[config.mk]
export PLATFORM = sky130hd
export DESIGN_NAME = channel_rr_merger
export DESIGN_NICKNAME = d
export VERILOG_FILES = /design/src/rtl/channel_pkg.sv /design/src/rtl/rr_arbiter.sv /design/src/rtl/channel_rr_merger.sv
export SDC_FILE = /design/constraint.sdc
export NUM_CORES = 1
export LEC_CHECK = 0
export CAP_MARGIN = 20
export CORE_AREA = 2 2 60 62
export CTS_BUF_LIST = sky130_fd_sc_hd__clkbuf_4
export DETAILED_ROUTE_END_ITERATION = 10
export DIE_AREA = 0 0 62 64
export PLACE_DENSITY = 0.87
export SETUP_SLACK_MARGIN = 0.05
export SKIP_CTS_REPAIR_TIMING = 1
export SLEW_MARGIN = 20
export SYNTH_ARGS = -nofsm -noshare
export SYNTH_HDL_FRONTEND = slang
export SYNTH_SLANG_ARGS = --single-unit
export TNS_END_PERCENT = 10
[constraint.sdc]
create_clock -name clk -period 5.6 [get_ports clk]
set_input_delay 1.68 -clock clk [delete_from_list [all_inputs] [get_ports clk]]
set_output_delay 1.68 -clock clk [all_outputs]
set_load 0.1 [all_outputs]
[src/rtl/channel_pkg.sv]
// channel_pkg
// Shared helpers for the blocking_channel merger family.
// Contents:
//   src_width(ports) - width of a source index able to name `ports` ports,
//                      never less than one bit.
package channel_pkg;

  function automatic int src_width(input int ports);
    return (ports <= 2) ? 1 : $clog2(ports);
  endfunction

endpackage

[src/rtl/rr_arbiter.sv]
// rr_arbiter
// Round-robin arbiter with its own rotating priority pointer. The search for
// a grant starts at ptr and wraps modulo PORTS; when `advance` is high the
// pointer moves to one past the granted port so that port becomes lowest
// priority next time.
// Ports:
//   clk, reset, initialize - clock, synchronous active-high resets (both clear ptr)
//   req        [PORTS]     - request vector
//   advance                - commit the current grant and rotate the pointer
//   grant      [PORTS]     - combinational one-hot grant (zero when no request)
//   grant_idx  [SRC_W]     - encoded index of grant
//   any_req                - at least one request is present
//   ptr        [SRC_W]     - current priority pointer (registered)
module rr_arbiter
  import channel_pkg::*;
#(
  parameter  int PORTS = 4,
  localparam int SRC_W = src_width(PORTS)
) (
  input  logic             clk,
  input  logic             reset,
  input  logic             initialize,
  input  logic [PORTS-1:0] req,
  input  logic             advance,
  output logic [PORTS-1:0] grant,
  output logic [SRC_W-1:0] grant_idx,
  output logic             any_req,
  output logic [SRC_W-1:0] ptr
);

  logic [SRC_W-1:0] ptr_q;
  logic [SRC_W-1:0] ptr_d;
  logic             found;
  logic [SRC_W-1:0] cand;

  // Walk the ports in priority order starting at ptr; the first requester wins.
  always_comb begin
    grant     = '0;
    grant_idx = '0;
    found     = 1'b0;
    cand      = '0;
    any_req   = |req;
    for (int k = 0; k < PORTS; k++) begin
      cand = SRC_W'((int'(ptr_q) + k) % PORTS);
      if (!found && req[cand]) begin
        found       = 1'b1;
        grant[cand] = 1'b1;
        grant_idx   = cand;
      end
    end
  end

  // Next pointer is one past the winner, wrapping at PORTS (which need not be a power of two).
  always_comb begin
    ptr_d = ptr_q;
    if (advance && any_req) begin
      if (grant_idx == SRC_W'(PORTS - 1)) begin
        ptr_d = '0;
      end else begin
        ptr_d = grant_idx + SRC_W'(1);
      end
    end
  end

  always_ff @(posedge clk) begin
    if (reset || initialize) begin
      ptr_q <= '0;
    end else begin
      ptr_q <= ptr_d;
    end
  end

  assign ptr = ptr_q;

endmodule

[src/rtl/channel_rr_merger.sv]
// channel_rr_merger
// Drains up to PORTS upstream blocking channels into one downstream channel,
// one message per clock, tagging each message with the port it came from.
// A single registered output stage holds the message; it may be refilled in
// the same cycle its contents are accepted downstream.
// Ports:
//   clk, reset, initialize    - clock, synchronous active-high clears
//   in_data   [PORTS*WIDTH]   - packed upstream payloads, port i at [i*WIDTH +: WIDTH]
//   in_valid  [PORTS]         - upstream message present
//   in_is_taken [PORTS]       - one-hot pop strobe back to upstream
//   out_data  [WIDTH]         - held payload
//   out_src   [SRC_W]         - source port of the held payload
//   out_valid                 - held payload valid
//   out_is_full               - downstream full flag (registered in the consumer)
//   idle                      - registered: stage empty and nothing offered last cycle
module channel_rr_merger
  import channel_pkg::*;
#(
  parameter  int WIDTH = 8,
  parameter  int PORTS = 4,
  localparam int SRC_W = src_width(PORTS)
) (
  input  logic                   clk,
  input  logic                   reset,
  input  logic                   initialize,
  input  logic [PORTS*WIDTH-1:0] in_data,
  input  logic [PORTS-1:0]       in_valid,
  output logic [PORTS-1:0]       in_is_taken,
  output logic [WIDTH-1:0]       out_data,
  output logic [SRC_W-1:0]       out_src,
  output logic                   out_valid,
  input  logic                   out_is_full,
  output logic                   idle
);

  logic [WIDTH-1:0] out_data_q, out_data_d;
  logic [SRC_W-1:0] out_src_q, out_src_d;
  logic             out_valid_q, out_valid_d;
  logic             idle_q, idle_d;

  logic [PORTS-1:0] grant;
  logic [SRC_W-1:0] grant_idx;
  logic             any_req;
  logic [SRC_W-1:0] ptr;
  logic             load_en;
  logic             take;
  logic [WIDTH-1:0] sel_data;

  // The stage can accept a new message when it is empty or being drained this
  // cycle. A clear blocks loading so nothing is popped upstream while resetting.
  assign load_en = (!out_valid_q || !out_is_full) && !(reset || initialize);
  assign take    = load_en && any_req;

  rr_arbiter #(
    .PORTS (PORTS)
  ) u_arbiter (
    .clk        (clk),
    .reset      (reset),
    .initialize (initialize),
    .req        (in_valid),
    .advance    (take),
    .grant      (grant),
    .grant_idx  (grant_idx),
    .any_req    (any_req),
    .ptr        (ptr)
  );

  assign in_is_taken = grant & {PORTS{load_en}};

  // Grant is one-hot, so an OR of masked payloads selects the winner.
  always_comb begin
    sel_data = '0;
    for (int i = 0; i < PORTS; i++) begin
      if (grant[i]) begin
        sel_data = sel_data | in_data[i*WIDTH +: WIDTH];
      end
    end
  end

  // Output stage: reload on load_en, otherwise hold (stalled by backpressure).
  // With nothing offered, only the valid bit drops; payload and tag keep their value.
  always_comb begin
    out_valid_d = out_valid_q;
    out_data_d  = out_data_q;
    out_src_d   = out_src_q;
    if (load_en) begin
      out_valid_d = any_req;
      if (any_req) begin
        out_data_d = sel_data;
        out_src_d  = grant_idx;
      end
    end
    idle_d = !out_valid_q && !(|in_valid);
  end

  always_ff @(posedge clk) begin
    if (reset || initialize) begin
      out_valid_q <= 1'b0;
      out_data_q  <= '0;
      out_src_q   <= '0;
      idle_q      <= 1'b1;
    end else begin
      out_valid_q <= out_valid_d;
      out_data_q  <= out_data_d;
      out_src_q   <= out_src_d;
      idle_q      <= idle_d;
    end
  end

  assign out_valid = out_valid_q;
  assign out_data  = out_data_q;
  assign out_src   = out_src_q;
  assign idle      = idle_q;

endmodule

==> out/results.ini, run 1 <==
[run_status]
outcome=finished clean

[detailed_routing]
ant_nets=0
drt-total-wl_mm=5.70
vias=2056
via_per_inst=6.76
first_pass_iters=5
detail_route.wl_per_cell_um=18.8
drc_errors=0
drt_iter0_markers=203

[cells_and_area]
final_cell_mix=clkdlybuf4s50_1 (47), buf_4 (21), o21ai_0 (16), a22o_1 (14), dfxtp_1 (14)
finalNonFillerCells=304
syn2layout_area_growth_pct=45.2
drive_gt1_frac=0.151
antennaDiodeCount=0
seq_area_sq_um=280
final_common_cell=clkdlybuf4s50_1
final_nets=306
final_area_sq_mm=0.00240
multiInputGateArea_sq_mm=0.00126
fill_cells=274

[clock_network]
clk_pin_slew_ps=90
clkSinkCount=14
clockBufferDepth=2
numCtsBuffers=3
h-tree-depth=1
tritoncts=built
clock_latency_ps=280
cts_root_buf=clkbuf_4

[worst_setup_path]
crit_path_start=in_valid[0]
critPathArrivalTime_ps=3540
critPathKind=primary input to output port
crit_fanout=14
cp_cell_sequence=dlymetal6s2s_1 -> mux4_2 -> and2_0 -> a311o_1 -> a21oi_1 -> nor2_2 -> buf_12
r2r-start=u_arbiter.ptr[0]
crit_buf_inv=2
crit_family=multiplexers
cp_data_required_time_ps=3920
crit_slowest_cell=mux4_2
slowest_delay_ps=590
end_kind=output port
startpoint_type=primary input

[sta]
post-route-period-util=0.933
fin_ws_ps=376
setup_viol=0
max_slew_margin=0.349
skew_ps=3.47
clock.fmax_ghz=0.191
rsz0062_at_grt=false
drv_slew=0
worst_pin_slew_ps=973
setup_tns_ps=0
min_period_ps=5220
final-hold-violation-count=0

[placed_design]
gp_congestion=1.06
place_inst=300
place_area_sq_mm=0.00236
dp_hpwl_mm=4.24
dp_worst_setup_slack_ps=34.8
port_buffers=55

[logic_synthesis]
synth_top_area_cell=dfxtp_1
ys_top_cells_by_area=dfxtp_1 (17%), a22o_1 (7.4%), mux4_2 (5.5%), ha_1 (5.3%), o21ai_0 (4.8%)
ys_ff_latch=14
synth-main-ff-cell=dfxtp_1
synthesis.area_sq_mm=0.00165
synthArstFlopShare=0
yosysWarnings=0
ys_seq_area_frac=0.170
syn_inst=196
netlist.area_leader.share=0.170
yosysUniqueCellTypes=53
synth_edf_count=0
syn-num-nets=243
synth_area_per_cell_sq_um=8.43

[floorplanning]
die_w_um=62
ios=56
dieHeight_um=64
die_area_sq_mm=0.00397
num_rows=21
core_area_sq_mm=0.00328
start_util=0.503

[pwr]
vdd_drop_max_mv=0.0878
power.total_w=0.000503
power_density_mw_per_mm2=210
p_leak_nw=0.901

[grt]
grt_pass1_wl_mm=9.27
grt-ovfl-total=0
grt_max_degree=17
grt_pass1_vias=1903
grt_util_met1=0.448
grt_use_met2=0.452
antenna_found_initial=0
met3_usage=0.0142
grt_busiest_layer=met2
grtUsageTotal=0.303

[min_path]
hold_path.class=register to register
holdCritStartpoint=out_src[1]

[flow_run]
max-cap-violations=0

==> final timing paths <==
check,to,slack [ps],cells after the start
min,out_src[1],470,2
max,in_is_taken[3],380,7
max reg2reg,u_arbiter.ptr[0],2060,11
min reg2reg,out_src[1],470,2
==> logic make-up after synthesis <==
kind of cell    count (synthesis)  share of synthesized area
fa+ha+maj                       7                     0.0530
compound gates                101                      0.479
buf+inv                        21                     0.0659
mux                             8                     0.0795
simple gates                   45                      0.153
flops                          14                      0.170
==> synthesized netlist by cell type, types with 3 or more instances <==
cell / number
inv_1: 3
buf_2: 6
a41oi_1: 6
a21oi_1: 11
and2_1: 3
o211ai_1: 3
a222oi_1: 4
mux4_2: 4
nor2_1: 7
clkbuf_1: 8
a221o_1: 6
o21ai_0: 16
a22oi_1: 4
nand2_1: 11
mux2i_1: 3
o311ai_0: 6
ha_1: 7
a22o_1: 14
and3b_1: 3
dfxtp_1: 14
a31oi_1: 8
buf_6: 3
nor2b_1: 6
nand3_1: 5
==> sequential cells by signal (all words and copies together) (netlist names) <==
| name | flops |
|---|---|
| idle | 1 |
| out_valid | 1 |
| out_src | 2 |
| u_arbiter.ptr | 2 |
| out_data | 8 |
==> per-stage QoR <==
step,utilization,hold slack (ps)
after floorplan,-,590
after global placement,0.719,459
after detailed placement,0.719,460
after CTS,0.727,474
after global routing,0.730,502
final,0.730,470
==> where the power goes <==
group	switching, W	total [W]	leakage, nW	internal [W]
clock	0.0000353	0.0000612	0.0154	0.0000259
combinational	0.000195	0.000321	0.770	0.000126
sequential	0.00000993	0.000121	0.116	0.000111
==> worst reg2reg max path, cell delays in order (launching register included) <==
cell,delay (ps)
dfxtp_1,690
inv_1,330
ha_1,650
nor3_1,120
and3b_1,320
o31ai_1,460
o2111a_1,310
nor2_1,70
ha_1,170
nor2_1,100
a22oi_1,90
nor3_1,150
==> layer usage <==
metal,part of all wire,up-vias
met4,0.020,0
met1,0.42,943
li1,-,947
met5,0,-
met3,0.10,21
met2,0.46,145
==> area by class of cell <==
type                            count  share of cell area
Sequential cell                    14               0.117
Clock buffer                        3             0.00939
Timing Repair Buffer               76               0.316
Multi-Input combinational cell    161               0.527
Clock inverter                      1             0.00156
Tap cell                           46              0.0240
Inverter                            3             0.00469
Note: power is estimated with default switching activity, not from simulation.
==> run 2, diff against run 1 <==
--- a/config.mk
+++ b/config.mk
@@ -10,8 +10,9 @@
 export CTS_BUF_LIST = sky130_fd_sc_hd__clkbuf_4
 export DETAILED_ROUTE_END_ITERATION = 10
 export DIE_AREA = 0 0 62 64
+export GPL_TIMING_DRIVEN = 1
 export PLACE_DENSITY = 0.87
-export SETUP_SLACK_MARGIN = 0.05
+export SETUP_SLACK_MARGIN = 0.15
 export SKIP_CTS_REPAIR_TIMING = 1
 export SLEW_MARGIN = 20
 export SYNTH_ARGS = -nofsm -noshare
==> results of run 2 <==
Same layout as run 1: the final DEF is identical, and so are final timing and power.
